--- src/rtl/counter_pkg.sv ---
// Shared definitions for the up/down event/tick counter family.
//   DIR_UP / DIR_DN       : encoding of the dir input
//   MODE_WRAP / MODE_SAT  : values of the SAT parameter
//   phase_width()         : register width needed for a prescaler phase
//                           counting 0..PRESCALE-1 (never less than 1 bit)
package counter_pkg;

  localparam logic DIR_UP = 1'b0;
  localparam logic DIR_DN = 1'b1;

  localparam int MODE_WRAP = 0;
  localparam int MODE_SAT  = 1;

  function automatic int phase_width(input int prescale);
    int w;
    w = $clog2(prescale);
    return (w < 1) ? 1 : w;
  endfunction

endpackage

--- src/rtl/prescale_tick.sv ---
// Enable prescaler: emits one tick for every PRESCALE qualified en cycles.
//   clk     : system clock, posedge
//   rstn    : asynchronous active-low reset, phase returns to 0
//   en      : qualifying enable; low cycles hold the phase
//   restart : synchronous phase clear (driven by clr | load)
//   tick    : en & (phase == PRESCALE-1), combinational
module prescale_tick
  import counter_pkg::*;
#(
  parameter int PRESCALE = 1
) (
  input  logic clk,
  input  logic rstn,
  input  logic en,
  input  logic restart,
  output logic tick
);

  localparam int            PW      = phase_width(PRESCALE);
  localparam logic [PW-1:0] PH_LAST = PW'(PRESCALE - 1);

  logic [PW-1:0] phase_d, phase_q;

  // With PRESCALE=1 the phase never leaves 0, so tick collapses to en.
  assign tick = en & (phase_q == PH_LAST);

  always_comb begin
    phase_d = phase_q;
    if (restart) begin
      phase_d = '0;
    end else if (en) begin
      phase_d = tick ? '0 : phase_q + PW'(1);
    end
  end

  always_ff @(posedge clk or negedge rstn) begin
    if (!rstn) begin
      phase_q <= '0;
    end else begin
      phase_q <= phase_d;
    end
  end

endmodule

--- src/rtl/mod_updown_counter.sv ---
// General-purpose modulo up/down counter with prescaled enable.
// Counts 0..MAX, wrapping (SAT=0) or saturating (SAT=1) at the ends.
//   clk      : system clock, posedge
//   rstn     : asynchronous active-low reset
//   clr      : synchronous clear of count, prescaler phase and ovf
//   load     : synchronous load of load_val (clamped to MAX)
//   load_val : value to load
//   en       : count enable, feeds the prescaler
//   dir      : 0 = up, 1 = down, sampled on the step cycle
//   out      : registered count
//   tc       : one-cycle pulse aligned with the count after a boundary step
//   ovf      : sticky boundary flag, cleared only by clr or reset
// Edge priority: clr > load > step.
module mod_updown_counter
  import counter_pkg::*;
#(
  parameter int N        = 4,
  parameter int MAX      = 2**N - 1,
  parameter int PRESCALE = 1,
  parameter int SAT      = MODE_WRAP
) (
  input  logic         clk,
  input  logic         rstn,
  input  logic         clr,
  input  logic         load,
  input  logic [N-1:0] load_val,
  input  logic         en,
  input  logic         dir,
  output logic [N-1:0] out,
  output logic         tc,
  output logic         ovf
);

  localparam logic [N-1:0] MAX_V = N'(MAX);

  logic         step;
  logic         at_bound;
  logic [N-1:0] cnt_d, cnt_q;
  logic         tc_d, tc_q;
  logic         ovf_d, ovf_q;

  prescale_tick #(
    .PRESCALE (PRESCALE)
  ) u_prescale (
    .clk     (clk),
    .rstn    (rstn),
    .en      (en),
    .restart (clr | load),
    .tick    (step)
  );

  assign at_bound = (dir == DIR_UP) ? (cnt_q == MAX_V) : (cnt_q == '0);

  always_comb begin
    cnt_d = cnt_q;
    tc_d  = 1'b0;
    ovf_d = ovf_q;
    if (clr) begin
      cnt_d = '0;
      ovf_d = 1'b0;
    end else if (load) begin
      // Clamp so out can never leave 0..MAX, even right after a load.
      cnt_d = (load_val > MAX_V) ? MAX_V : load_val;
    end else if (step) begin
      if (at_bound) begin
        // In saturate mode every attempt at the boundary still counts as an event.
        tc_d  = 1'b1;
        ovf_d = 1'b1;
        if (SAT == MODE_SAT) begin
          cnt_d = cnt_q;
        end else begin
          cnt_d = (dir == DIR_UP) ? '0 : MAX_V;
        end
      end else begin
        cnt_d = (dir == DIR_UP) ? cnt_q + N'(1) : cnt_q - N'(1);
      end
    end
  end

  always_ff @(posedge clk or negedge rstn) begin
    if (!rstn) begin
      cnt_q <= '0;
      tc_q  <= 1'b0;
      ovf_q <= 1'b0;
    end else begin
      cnt_q <= cnt_d;
      tc_q  <= tc_d;
      ovf_q <= ovf_d;
    end
  end

  assign out = cnt_q;
  assign tc  = tc_q;
  assign ovf = ovf_q;

endmodule

--- config.mk ---
export PLATFORM = sky130hd
export DESIGN_NAME = mod_updown_counter
export DESIGN_NICKNAME = d
export VERILOG_FILES = /design/src/rtl/counter_pkg.sv /design/src/rtl/prescale_tick.sv /design/src/rtl/mod_updown_counter.sv
export SDC_FILE = /design/constraint.sdc
export NUM_CORES = 1
export LEC_CHECK = 0
export BUFFER_PORTS_ARGS = -buffer_cell sky130_fd_sc_hd__buf_2
export CORE_UTILIZATION = 27
export CTS_CLUSTER_DIAMETER = 200
export DETAILED_ROUTE_END_ITERATION = 8
export PLACE_DENSITY = 0.51
export SYNTH_ARGS = -nofsm -noshare
export SYNTH_HDL_FRONTEND = slang
export SYNTH_HIERARCHICAL = 1
export SYNTH_SLANG_ARGS = --single-unit
--- constraint.sdc ---
create_clock -name clk -period 1.7 [get_ports clk]
set_clock_uncertainty 0.2 [all_clocks]
set_input_delay 0.34 -clock clk [delete_from_list [all_inputs] [get_ports clk]]
set_output_delay 0.34 -clock clk [all_outputs]
set_load 0.05 [all_outputs]
* After elaboration in Yosys (flattened, before gate mapping)
Index checks and enable logic that the tools add are counted.
Word-level totals: input bits 10, register bits after elaboration 7, output and inout bits 6, logic and storage cells 38
Operators by class: add/sub/neg operators 3, bitwise gates (word level) 3, order comparisons 1, reduce and logical (&&, ||, !) cells 6, eq/ne operators 2, multiplexer cells 19
Operators with widths (number):
- 2-to-1 mux 4 bit | 7
- 2-to-1 mux 1 bit | 12
- nonzero test 2 bit | 3
- adder 4 x 1 -> 4 bit (second input constant) | 1
- == test 4 bit (second input constant) | 1
- greater-than comparator 4 bit (second input constant) | 1
- zero test 4 bit | 1
- subtractor 4 x 1 -> 4 bit (second input constant) | 1
- AND reduction 3 bit | 1
- nonzero test 3 bit | 1
- inequality test 2 bit (second input constant) | 1
- adder 1 bit (second input constant) | 1
- bitwise AND 1 bit | 1
- NOT 1 bit | 1
- bitwise OR 1 bit | 1

* Depth between registers and ports, before layout
word-level depth 6, gate-level depth with buffers 5

* Modules after synthesis
The synthesis kept the hierarchy.
By module, submodules not included:
- mod_updown_counter | instances 1, cells an instance 49, area each 442.9 um2
- prescale_tick | instances 1, cells an instance 3, area each 46.3 um2

* Least setup slack after synthesis
Ideal clock, no wire load.
path type register to register, start point reg cnt_q[1] (netlist: out[1]), end point reg cnt_q[3] (netlist: out[3]), clock period less this slack 2.059 ns, setup time 0.082 ns, buffers on the path 0, required time 1.418 ns, arrival time 1.777 ns, slack -0.359 ns, cell stages (with the launch flop) 6, cell sequence dfrtp_1 > ha_1 > a21o_1 > a21oi_1 > mux2_2 > o22ai_1
On the way: word-level cells in the longest chain between the ends 6, elaborated cells between the ends (all ways) 10, classes of those cells add/sub: 2; eq/ne: 1; mux: 6; reduce/logical: 1
RTL lines:
- start, declared | RTL line mod_updown_counter.sv:38 | logic [N-1:0] cnt_d, cnt_q;
- start signal, assigned | RTL line mod_updown_counter.sv:86 | cnt_q <= cnt_d;
- adder 4 x 1 -> 4 bit, or another cell as far along | RTL line mod_updown_counter.sv:75 | cnt_d = (dir == DIR_UP) ? cnt_q + N'(1) : cnt_q - N'(1);
- 2-to-1 mux 4 bit or 2-to-1 mux 1 bit (tied branches) | RTL line mod_updown_counter.sv:75, mod_updown_counter.sv:52
- 2-to-1 mux 4 bit * | RTL line mod_updown_counter.sv:65 | if (at_bound) begin
- 2-to-1 mux 4 bit * | RTL line mod_updown_counter.sv:64 | end else if (step) begin
- 2-to-1 mux 4 bit * | RTL line mod_updown_counter.sv:61 | end else if (load) begin
- 2-to-1 mux 4 bit * | RTL line mod_updown_counter.sv:58 | if (clr) begin
Every way passes the cells marked *; elsewhere a longest branch is shown, timed or not. The select of a mux whose other input is x is not followed. A chain may end at the register's enable or synchronous reset.

* Worst setup path after layout
Same ends and word-level chain as after synthesis.

==> load_flow_metrics.sql <==
INSERT INTO impl_metrics (metric_group, metric, value, unit) VALUES
('routing', 'drc', '0', ''),
('worst_setup_path', 'cp_cell_sequence', 'ha_4, a21o_1, a21oi_2, mux2_4, o22ai_2', ''),
('yosys', 'synth.distinct_cells', '29', ''),
('finish', 'area_growth_syn_to_layout', '43.7', '%'),
('clock_network', 'clockRootBuffer', 'sky130_fd_sc_hd__clkbuf_4', ''),
('yosys', 'synthCells', '52', ''),
('worst_setup_path', 'critical_path_s_slowest_cell', 'sky130_fd_sc_hd__dfrtp_2', ''),
('yosys', 'synth_area', '489', 'um2'),
('finish', 'nFillCells', '193', ''),
('pwr', 'power.density_cell_area', '741', 'mW/mm2'),
('global_routing', 'grt_busiest_layer', 'met2', ''),
('yosys', 'synthesis.nets', '65', ''),
('global_routing', 'grt_remaining_overflow', '0', ''),
('global_routing', 'global_route.usage.total', '14.4', '%'),
('run', 'max_cap_viol_count', '0', ''),
('global_routing', 'use_met2', '22.4', '%'),
('floorplan', 'io_pins', '16', ''),
('global_routing', 'grt_antenna_before_repair', '0', ''),
('timing', 'timing.final.crit_share', '99.9', '%'),
('finish', 'final-instance-count-excl-fill', '103', ''),
('global_routing', 'use_met1', '19.3', '%'),
('yosys', 'syn_area_per_cell', '9.41', 'um2'),
('yosys', 'yosysWarnings', '6', ''),
('timing', 'worst_pin_slew', '251', 'ps'),
('clock_network', 'tritoncts', 'built', ''),
('global_routing', 'first_pass_grt_wire_length', '2110', 'um'),
('run_status', 'outcome', 'completed', ''),
('timing', 'timing.final.crit_period', '1700', 'ps'),
('pwr', 'leakage', '0.338', 'nW'),
('worst_setup_path', 'timing_worst_setup_path_type', 'flop to flop', ''),
('floorplan', 'die_area', '0.00199', 'mm2'),
('worst_setup_path', 'worstPathMaxFanout', '4', ''),
('worst_hold_path', 'hold_path.class', 'input pin to flop', ''),
('routing', 'detail_route.vias_per_cell', '4.52', ''),
('finish', 'area_occupied_by_multi_input_gates', '318', 'um2'),
('clock_network', 'clockBufferDepth', '2', ''),
('routing', 'detailroute.via_count', '466', ''),
('worst_setup_path', 'maximum_cell_stage_delay_along_the_critical_path', '440', 'ps'),
('placed_design', 'globalplace.congestion', '0.745', ''),
('global_routing', 'largest_net_degree_at_the_start_of_global_routing', '10', ''),
('floorplan', 'num_rows', '15', ''),
('timing', 'hold_violations', '0', ''),
('floorplan', 'initial_utilization', '28.6', '%'),
('timing', 'max_clock_freq', '589', 'MHz'),
('clock_network', 'clock_transition_time_at_the_flip_flop_clock_pins_of_the_worst_setup_and_hold_paths', '60', 'ps'),
('yosys', 'fraction_of_the_yosys_area_taken_by_sequential_cells', '35.8', '%'),
('pwr', 'peakVddDrop', '0.414', 'mV'),
('placed_design', 'port_buffers', '15', ''),
('routing', 'postRouteWirelength', '1140', 'um'),
('routing', 'dr.first_iter.drc_count', '5', ''),
('timing', 'setup-violations-final', '0', ''),
('clock_network', 'postCtsSetupBuffers', '0', ''),
('worst_setup_path', 'worst_ep_required_time', '1670', 'ps'),
('clock_network', 'cts_made_buffers', '3', ''),
('clock_network', 'clock_sinks', '7', ''),
('finish', 'layout-drive-gt1-share', '47.4', '%'),
('finish', 'final_area', '703', 'um2'),
('routing', 'detailedRoute.firstPassIterationCount', '4', ''),
('clock_network', 'h_tree_levels', '1', ''),
('timing', 'setup_slack', '2.28', 'ps'),
('global_routing', 'first_global_vias', '490', ''),
('placed_design', 'post-place-ws', '-67.8', 'ps'),
('worst_setup_path', 'crit_path_end_kind', 'flop', ''),
('yosys', 'ys_seq_elements', '7', ''),
('finish', 'area.sequential', '179', 'um2'),
('routing', 'final_antenna_net_count', '0', ''),
('worst_setup_path', 'critical_path.startpoint_type', 'flop', ''),
('placed_design', 'dp.final_hpwl', '917', 'um'),
('finish', 'final_nets', '92', ''),
('finish', 'insertedDiodeCount', '0', ''),
('timing', 'hold-worst-slack', '63.4', 'ps');
## power by group
part	total (mW)	switching, mW	internal [mW]
Combinational	0.179	0.0996	0.0795
Sequential	0.190	0.0127	0.178
Clock	0.152	0.0619	0.0897
## area by class of cell
class	count	area share (%)
Timing Repair Buffer	23	19.6
Sequential cell	7	25.4
Tap cell	25	4.45
Multi-Input combinational cell	41	45.2
Clock buffer	4	3.74
Inverter	3	1.60
## flip-flops by register name (all words and copies together) (netlist names)
register and flops:
out 4, ovf 1, tc 1, u_prescale/phase_q 1
## metal layers
layer / up-vias / wire length, um
li1: 242 / -
met1: 212 / 578
met2: 12 / 504
met3: 0 / 61
met4: 0 / 0
met5: - / 0
## worst paths after layout
kind | startpoint | end | slack, ps
setup / recovery | out[1]$_DFFE_PN0P_ | out[3]$_DFFE_PN0P_ | 2
hold / removal | en | u_prescale/phase_q$_DFFE_PN0P_ | 60
setup reg to reg | out[1]$_DFFE_PN0P_ | out[3]$_DFFE_PN0P_ | 2
hold reg to reg | ovf$_DFFE_PN0P_ | ovf$_DFFE_PN0P_ | 320
max in group asynchronous | rstn | out[0]$_DFFE_PN0P_ | 870
min in group asynchronous | rstn | ovf$_DFFE_PN0P_ | 240
## kinds of logic (layout without fill, tap and decap cells)
| family | count (synthesis) | in the layout | share of synthesized area, % |
|---|---|---|---|
| AND/OR/NAND/NOR | 21 | 21 | 27.4 |
| AO/OA/AOI/OAI | 14 | 14 | 17.1 |
| flip-flops | 7 | 7 | 35.8 |
| buffers and inverters | 4 | 30 | 4.60 |
| adder cells (fa/ha/maj) | 3 | 3 | 9.21 |
| XOR/XNOR | 2 | 2 | 3.58 |
| multiplexers | 1 | 1 | 2.30 |
## cells in the mapped netlist
library cell	instances	area share [%]
sky130_fd_sc_hd__nor2_1	7	5.4
sky130_fd_sc_hd__and2b_2	1	1.8
sky130_fd_sc_hd__o221ai_1	1	1.8
sky130_fd_sc_hd__dfrtp_1	7	36
sky130_fd_sc_hd__nor2b_2	1	1.8
sky130_fd_sc_hd__fa_1	1	4.1
sky130_fd_sc_hd__a21o_1	1	1.5
sky130_fd_sc_hd__o22ai_1	1	1.3
sky130_fd_sc_hd__nand4_1	1	1.3
sky130_fd_sc_hd__ha_1	2	5.1
sky130_fd_sc_hd__or2b_1	1	1.5
sky130_fd_sc_hd__or2_4	1	1.8
sky130_fd_sc_hd__nor3b_2	1	2.6
sky130_fd_sc_hd__nand2b_1	1	1.3
sky130_fd_sc_hd__nor3_1	2	2.0
sky130_fd_sc_hd__buf_6	1	2.3
sky130_fd_sc_hd__a211oi_1	1	1.5
sky130_fd_sc_hd__and4_4	1	2.3
sky130_fd_sc_hd__a221oi_1	1	1.8
sky130_fd_sc_hd__or3_1	1	1.3
sky130_fd_sc_hd__o21ai_0	3	3.1
sky130_fd_sc_hd__and2_1	1	1.3
sky130_fd_sc_hd__inv_1	3	2.3
sky130_fd_sc_hd__and2b_1	1	1.5
sky130_fd_sc_hd__mux2_2	1	2.3
sky130_fd_sc_hd__nor3b_1	1	1.5
sky130_fd_sc_hd__a21oi_1	6	6.1
sky130_fd_sc_hd__xnor2_1	1	1.8
sky130_fd_sc_hd__xor2_1	1	1.8
## through the flow
stage	utilization [%]	total power [mW]
after floorplan	-	0.300
after global placement	38.2	0.362
after detailed placement	38.2	0.362
after CTS	40.8	0.523
after global routing	41.2	0.553
final	41.2	0.521
## critical path: cells and delay by family, from the launching register on
| family | cells | cell delay, ps |
|---|---|---|
| AO/OA/AOI/OAI | 3 | 440 |
| adder cells (fa/ha/maj) | 1 | 220 |
| flip-flops | 1 | 440 |
| multiplexers | 1 | 320 |
## cells in the final DEF, fill, tap and decap left out
master / n
sky130_fd_sc_hd__a211oi_1: 1
sky130_fd_sc_hd__a21o_1: 1
sky130_fd_sc_hd__a21oi_1: 5
sky130_fd_sc_hd__a21oi_2: 1
sky130_fd_sc_hd__a221oi_1: 1
sky130_fd_sc_hd__and2_1: 1
sky130_fd_sc_hd__and2b_1: 1
sky130_fd_sc_hd__and2b_2: 1
sky130_fd_sc_hd__and4_4: 1
sky130_fd_sc_hd__buf_2: 15
sky130_fd_sc_hd__buf_4: 7
sky130_fd_sc_hd__clkbuf_1: 1
sky130_fd_sc_hd__clkbuf_4: 3
sky130_fd_sc_hd__dfrtp_1: 4
sky130_fd_sc_hd__dfrtp_2: 3
sky130_fd_sc_hd__dlygate4sd3_1: 1
sky130_fd_sc_hd__fa_1: 1
sky130_fd_sc_hd__ha_1: 1
sky130_fd_sc_hd__ha_4: 1
sky130_fd_sc_hd__inv_1: 3
sky130_fd_sc_hd__mux2_4: 1
sky130_fd_sc_hd__nand2b_1: 1
sky130_fd_sc_hd__nand4_1: 1
sky130_fd_sc_hd__nor2_1: 7
sky130_fd_sc_hd__nor2b_2: 1
sky130_fd_sc_hd__nor3_1: 2
sky130_fd_sc_hd__nor3b_1: 1
sky130_fd_sc_hd__nor3b_2: 1
sky130_fd_sc_hd__o21ai_0: 3
sky130_fd_sc_hd__o221ai_1: 1
sky130_fd_sc_hd__o22ai_2: 1
sky130_fd_sc_hd__or2_4: 1
sky130_fd_sc_hd__or2b_1: 1
sky130_fd_sc_hd__or3_1: 1
sky130_fd_sc_hd__xnor2_1: 1
sky130_fd_sc_hd__xor2_1: 1
## repair_timing
item                                   CTS  global route
setup endpoints to repair                1             1
pin swaps                                0             2
gates resized for setup                  2             1
endpoints found under the hold margin    7             0
gates cloned                             0             0
hold buffers                             1             0
Power figures use the tool's default switching activity.
